**src/rtl/branch_target_predictor.sv**
```systemverilog
// branch_target_predictor
//   Direct-mapped branch target buffer with per-entry direction counters.
//   Predicts next-PC for fetch from PCF, carries the prediction through the
//   F->D and D->E pipeline registers, detects mispredictions in EX, drives
//   the corrected PC and trains the table.
//
//   Optional feature: define BTP_TWO_BIT_CTR_EN for 2-bit saturating
//   counters (reset 2'b01, allocate 2'b10). Without it each entry keeps a
//   1-bit last-outcome counter (reset 0, allocate 1).
module branch_target_predictor #(
  parameter int ENTRIES_LOG2 = 6
) (
  input  logic        clk,
  input  logic        rst,
  input  logic [31:0] PCF,
  output logic        PredTakenF,
  output logic [31:0] PredTargetF,
  input  logic        StallD,
  input  logic        FlushD,
  input  logic        StallE,
  input  logic        FlushE,
  input  logic [2:0]  BranchTypeE,
  input  logic        BranchE,
  input  logic [31:0] PCE,
  input  logic [31:0] BranchTargetE,
  output logic        MispredictE,
  output logic [31:0] CorrectPCE
);

  localparam int ENTRIES = 1 << ENTRIES_LOG2;
  localparam int TAG_W   = 32 - ENTRIES_LOG2 - 2;

`ifdef BTP_TWO_BIT_CTR_EN
  localparam int              CTR_W     = 2;
  localparam logic [CTR_W-1:0] CTR_RST   = 2'b01;
  localparam logic [CTR_W-1:0] CTR_ALLOC = 2'b10;
`else
  localparam int              CTR_W     = 1;
  localparam logic [CTR_W-1:0] CTR_RST   = 1'b0;
  localparam logic [CTR_W-1:0] CTR_ALLOC = 1'b1;
`endif

  localparam logic [2:0] NOBRANCH = 3'b000;

  // Table storage
  logic [ENTRIES-1:0] valid_q;
  logic [TAG_W-1:0]   tag_q    [ENTRIES];
  logic [31:0]        target_q [ENTRIES];
  logic [CTR_W-1:0]   ctr_q    [ENTRIES];

  // Prediction pipe
  logic        pred_taken_d, pred_taken_e;
  logic [31:0] pred_target_d, pred_target_e;

  // Fetch-side lookup
  logic [ENTRIES_LOG2-1:0] idx_f;
  logic [TAG_W-1:0]        tag_f;
  logic                    hit_f;

  assign idx_f       = PCF[ENTRIES_LOG2+1:2];
  assign tag_f       = PCF[31:ENTRIES_LOG2+2];
  assign hit_f       = valid_q[idx_f] && (tag_q[idx_f] == tag_f);
  assign PredTakenF  = hit_f && ctr_q[idx_f][CTR_W-1];
  assign PredTargetF = PredTakenF ? target_q[idx_f] : PCF + 32'd4;

  // EX-side resolution
  logic [ENTRIES_LOG2-1:0] idx_e;
  logic [TAG_W-1:0]        tag_e;
  logic                    is_branch_e, hit_e;
  logic                    train_hit, train_alloc, wr_target;
  logic [CTR_W-1:0]        ctr_cur, ctr_next;

  assign idx_e       = PCE[ENTRIES_LOG2+1:2];
  assign tag_e       = PCE[31:ENTRIES_LOG2+2];
  assign is_branch_e = (BranchTypeE != NOBRANCH);
  assign hit_e       = valid_q[idx_e] && (tag_q[idx_e] == tag_e);
  assign train_hit   = is_branch_e && hit_e;
  assign train_alloc = is_branch_e && !hit_e && BranchE;
  assign wr_target   = train_alloc || (train_hit && BranchE);
  assign ctr_cur     = ctr_q[idx_e];

  assign MispredictE = is_branch_e &&
                       ((BranchE != pred_taken_e) ||
                        (BranchE && (pred_target_e != BranchTargetE)));
  assign CorrectPCE  = BranchE ? BranchTargetE : PCE + 32'd4;

  // Saturating counter step toward the resolved direction
  always_comb begin
    // NOTE: default assignment first so every path drives ctr_next; no latch.
    ctr_next = ctr_cur;
    if (BranchE) begin
      if (ctr_cur != '1) ctr_next = ctr_cur + CTR_W'(1);
    end else begin
      if (ctr_cur != '0) ctr_next = ctr_cur - CTR_W'(1);
    end
  end

  // Valid bits and counters: cleared on reset, trained on resolved branches
  always_ff @(posedge clk) begin
    if (rst) begin
      valid_q <= '0;
      for (int i = 0; i < ENTRIES; i++) ctr_q[i] <= CTR_RST;
    end else if (train_alloc) begin
      // NOTE: non-blocking assignments so lookups this cycle see old contents.
      valid_q[idx_e] <= 1'b1;
      ctr_q[idx_e]   <= CTR_ALLOC;
    end else if (train_hit) begin
      ctr_q[idx_e]   <= ctr_next;
    end
  end

  // Tag and target payload; gated by valid, so it carries no reset
  always_ff @(posedge clk) begin
    // NOTE: payload RAM is not reset; rst only suppresses a pending write.
    if (!rst && wr_target) begin
      tag_q[idx_e]    <= tag_e;
      target_q[idx_e] <= BranchTargetE;
    end
  end

  // Prediction pipe: flush beats stall, stall holds, else advance
  always_ff @(posedge clk) begin
    if (rst) begin
      pred_taken_d  <= 1'b0;
      pred_target_d <= '0;
      pred_taken_e  <= 1'b0;
      pred_target_e <= '0;
    end else begin
      if (FlushD) begin
        pred_taken_d  <= 1'b0;
        pred_target_d <= '0;
      end else if (!StallD) begin
        pred_taken_d  <= PredTakenF;
        pred_target_d <= PredTargetF;
      end
      if (FlushE) begin
        pred_taken_e  <= 1'b0;
        pred_target_e <= '0;
      end else if (!StallE) begin
        pred_taken_e  <= pred_taken_d;
        pred_target_e <= pred_target_d;
      end
    end
  end

endmodule
```
**config.mk**
```make
export PLATFORM = sky130hd
export DESIGN_NAME = branch_target_predictor
export DESIGN_NICKNAME = d
export VERILOG_FILES = /design/src/rtl/branch_target_predictor.sv
export SDC_FILE = /design/constraint.sdc
export NUM_CORES = 2
export LEC_CHECK = 0
export CORE_ASPECT_RATIO = 1.25
export CORE_MARGIN = 2
export CORE_UTILIZATION = 50
export CTS_BUF_LIST = sky130_fd_sc_hd__clkbuf_8
export CTS_CLUSTER_DIAMETER = 40
export CTS_CLUSTER_SIZE = 14
export DETAILED_ROUTE_END_ITERATION = 6
export MAX_ROUTING_LAYER = met4
export PLACE_DENSITY = 0.68
export SLEW_MARGIN = 15
export SYNTH_ARGS = -nofsm -noshare
export SYNTH_HDL_FRONTEND = slang
export SYNTH_SLANG_ARGS = --single-unit
```
**constraint.sdc**
```tcl
create_clock -name clk -period 5.56 [get_ports clk]
set_clock_uncertainty 0.15 [all_clocks]
set_input_delay 1.112 -clock clk [delete_from_list [all_inputs] [get_ports clk]]
set_output_delay 1.112 -clock clk [all_outputs]
set_load 0.01 [all_outputs]
```
==> flow_summary_export.csv <==
group,metric,value,unit
place,io_buffers,171,
worst_setup_path,cp.required,4.30,ns
synth,yosys_warnings,0,
clock_network,clk_pin_slew_worst_paths,0.08,ns
clock_network,htree_levels,5,
route,avgViaCountPerCell,7.38,
clock_network,cts_made_buffers,435,
sta,hold_viol,0,
worst_setup_path,cp-end-kind,"primary output",
synth,syn_nets,8466,
floorplan,dieArea,327000,um^2
sta,slew_viol_final,0,
synth,yosys.cell_types.count,107,
synth,synth_area,161000,um^2
power_and_ir_drop,finalPower,58500,uW
route,vias,106000,
sta,period_share,1.13,
sta,setup-tns-final,-20.88,ns
place,placed_area,179000,um^2
clock_network,tritoncts,"yes",
sta,period_minus_slack,6.27,ns
min_path,hp-class,"in2reg",
global_route,grt_pass1_wl,889000,um
synth,ys.flop_type,"edfxtp_1",
global_route,grt_pass1_vias,102000,
synth,ys_ff_latch,3778,
route,dr.pass1.iters,7,
synth,synth.avg_cell_area,19.3,um^2
worst_setup_path,startpoint_type,"input pin",
power_and_ir_drop,p_per_area,305,nW/um^2
cells_and_area,final_cell_area,192000,um^2
sta,fmaxAchievable,160,MHz
worst_setup_path,cp.arrival,5.01,ns
sta,slew_headroom,0.158,
global_route,grt_max_degree,107,
synth,ys_async_sr_fraction,0,
cells_and_area,nets,9868,
route,drc,22,
clock_network,clockBufferDepth,4,
route,drt-total-wl,671000,um
clock_network,clock_latency,1.16,ns
floorplan,die_x,512,um
floorplan,io_pins,172,
cells_and_area,fin_util,0.597,
route,ant_nets,0,
global_route,track_usage,0.418,
run,max_cap_violations,0,
clock_network,cts-root-buf,"clkbuf_8",
place,routabilityCongestion,1.06,
worst_setup_path,crit_type,"in2out",
clock_network,cts_sinks,3778,
worst_setup_path,crit_start,"PCF[2]",
sta,layout_setup_ws,-0.709,ns
worst_setup_path,critPathMaxFanout,8,
cells_and_area,fillCellCount,23000,
clock_network,hold_buffers,0,
floorplan,initial_core_util,0.501,
min_path,hp-start,"PCE[9]",
outcome,failed_checks,"DRC, setup timing",
floorplan,num_rows,233,
synth,synth_edf_count,3648,
outcome,status,"finished with violations",
power_and_ir_drop,vdd_ir_drop_max,272,uV
place,dp_hpwl,413000,um
place,pre_cts_slack,-2.25,ns
global_route,antenna_found_initial,46,
route,wl_per_cell,46.6,um
sta,rsz0062_at_grt,"yes",
power_and_ir_drop,p_leak,0.0628,uW
cells_and_area,layout-drive-gt1-share,0.381,
route,first_iter_violations,21500,
global_route,overflow,0,
cells_and_area,syn2layout_area_growth,19.0,%
synth,ys_seq_area_frac,0.695,
synth,syn_inst,8358,
floorplan,die_h,639,um
sta,setup_viol,35,
worst_setup_path,r2r-start,"tag_q[11][17]$_DFFE_PP_",
sta,worstMarginPinSlew,1.26,ns
floorplan,core,322000,um^2
worst paths after layout:
path         cells after the start                              to  slack (ns)
max                             18                 PredTargetF[27]       -0.71
max reg2reg                     14  pred_target_d[25]$_SDFFE_PP0N_        1.05
min reg2reg                      2  pred_target_d[21]$_SDFFE_PP0N_        0.32
min                              1          tag_q[46][1]$_DFFE_PP_        0.22
synthesized netlist by cell type (all sizes together), types with 25 or more instances:
cell,number,area (um^2)
edfxtp,3648,110000
mux4,1140,25800
buf,376,2400
mux2i,309,3090
nand2,306,1160
nor2,281,1060
clkbuf,247,931
mux2,190,2140
a221oi,188,1650
a22oi,186,1400
o21ai,182,911
a21oi,130,662
dfxtp,130,2600
a22o,110,963
o22ai,101,632
nand3,85,425
xor2,81,709
a221o,61,611
xnor2,56,490
nor3,53,265
a211oi,34,255
a31oi,32,200
o221ai,32,280
nand4,28,175
o31ai,28,210
nor2b,26,163
nor4,25,178
where the power goes:
part | switching (uW) | internal, uW | total [uW]
Sequential | 53.4 | 31300 | 31300
Combinational | 3490 | 2260 | 5750
Clock | 11200 | 10200 | 21400
registers in the layout, indices dropped and copies added (netlist names):
| signal | cells |
|---|---|
| target_q | 2048 |
| tag_q | 1536 |
| ctr_q | 64 |
| valid_q | 64 |
| pred_target_d | 32 |
| pred_target_e | 32 |
| pred_taken_d | 1 |
| pred_taken_e | 1 |
per-stage QoR:
stage,hold WS (ns),cells
finish,0.221,14400
detailed placement,0.292,13400
global route,0.204,14400
floorplan,0.274,8358
CTS,0.162,14300
global placement,0.289,13400
cell type report:
| type | count | area (um^2) | share of cell area |
|---|---|---|---|
| Antenna cell | 63 | 158 | 0.000822 |
| Clock inverter | 331 | 3500 | 0.0183 |
| Inverter | 17 | 83.8 | 0.000437 |
| Multi-Input combinational cell | 3940 | 47700 | 0.249 |
| Timing Repair Buffer | 1588 | 16800 | 0.0874 |
| Tap cell | 4230 | 5290 | 0.0276 |
| Clock buffer | 447 | 6150 | 0.0321 |
| Sequential cell | 3778 | 112000 | 0.585 |
what timing repair did:
item,CTS,global route
cloned,17,7
buffers inserted,77,55
endpoints found under the setup margin,56,41
pin swaps,83,55
gates resized for setup,434,119
worst max-delay path, stage by stage:
cell,delay [ns]
buf_16,0.17
buf_16,0.19
buf_16,0.15
buf_12,0.14
mux4_2,0.50
mux4_2,0.51
o21ai_4,0.21
o21ai_4,0.17
xor2_2,0.21
nor4_4,0.20
buf_4,0.20
buf_6,0.11
nand4bb_4,0.12
buf_12,0.18
buf_16,0.16
nor2_4,0.13
mux2_4,0.33
buf_6,0.12
cells in the final DEF (no fill, tap or decap), types with 27 or more instances in the layout:
master,n
o221ai_1,28
o21ai_0,95
bufinv_16,50
a221oi_1,174
clkinv_2,48
nand4_1,28
o22ai_1,98
clkinv_1,37
mux2i_1,303
inv_8,29
dfxtp_1,130
a21oi_1,102
a31oi_1,32
nand3_1,77
inv_6,51
xor2_1,76
mux2_2,184
a22o_1,110
o21ai_1,73
buf_6,43
buf_4,1035
clkinv_4,33
nor2_1,192
a221o_1,61
edfxtp_1,3648
nor2_4,70
a211oi_1,29
clkinvlp_4,42
buf_2,83
mux4_2,1114
buf_12,309
nand2_1,299
diode_2,63
clkbuf_8,447
xnor2_1,49
clkdlybuf4s50_1,67
o31ai_1,27
inv_1,43
a22oi_1,178
per-layer routing:
layer / part of all wire / wire length (um) / vias to the layer above / track usage
li1: - / - / 38400 / -
met1: 0.32 / 217000 / 54600 / 0.503
met2: 0.44 / 292000 / 10400 / 0.591
met3: 0.14 / 96900 / 2803 / 0.134
met4: 0.097 / 64900 / 0 / 0.313
met5: 0 / 0 / - / -
logic make-up after synthesis:
group / share of synthesized area
AOI/OAI and AO/OA: 0.0555
xor gates and xnor gates: 0.00744
adders and majority gates: 0.000155
buffers and inverters: 0.0211
DFF: 0.695
muxes: 0.192
and+or+nand+nor: 0.0280
No activity file was read; power rests on OpenSTA's default activity.
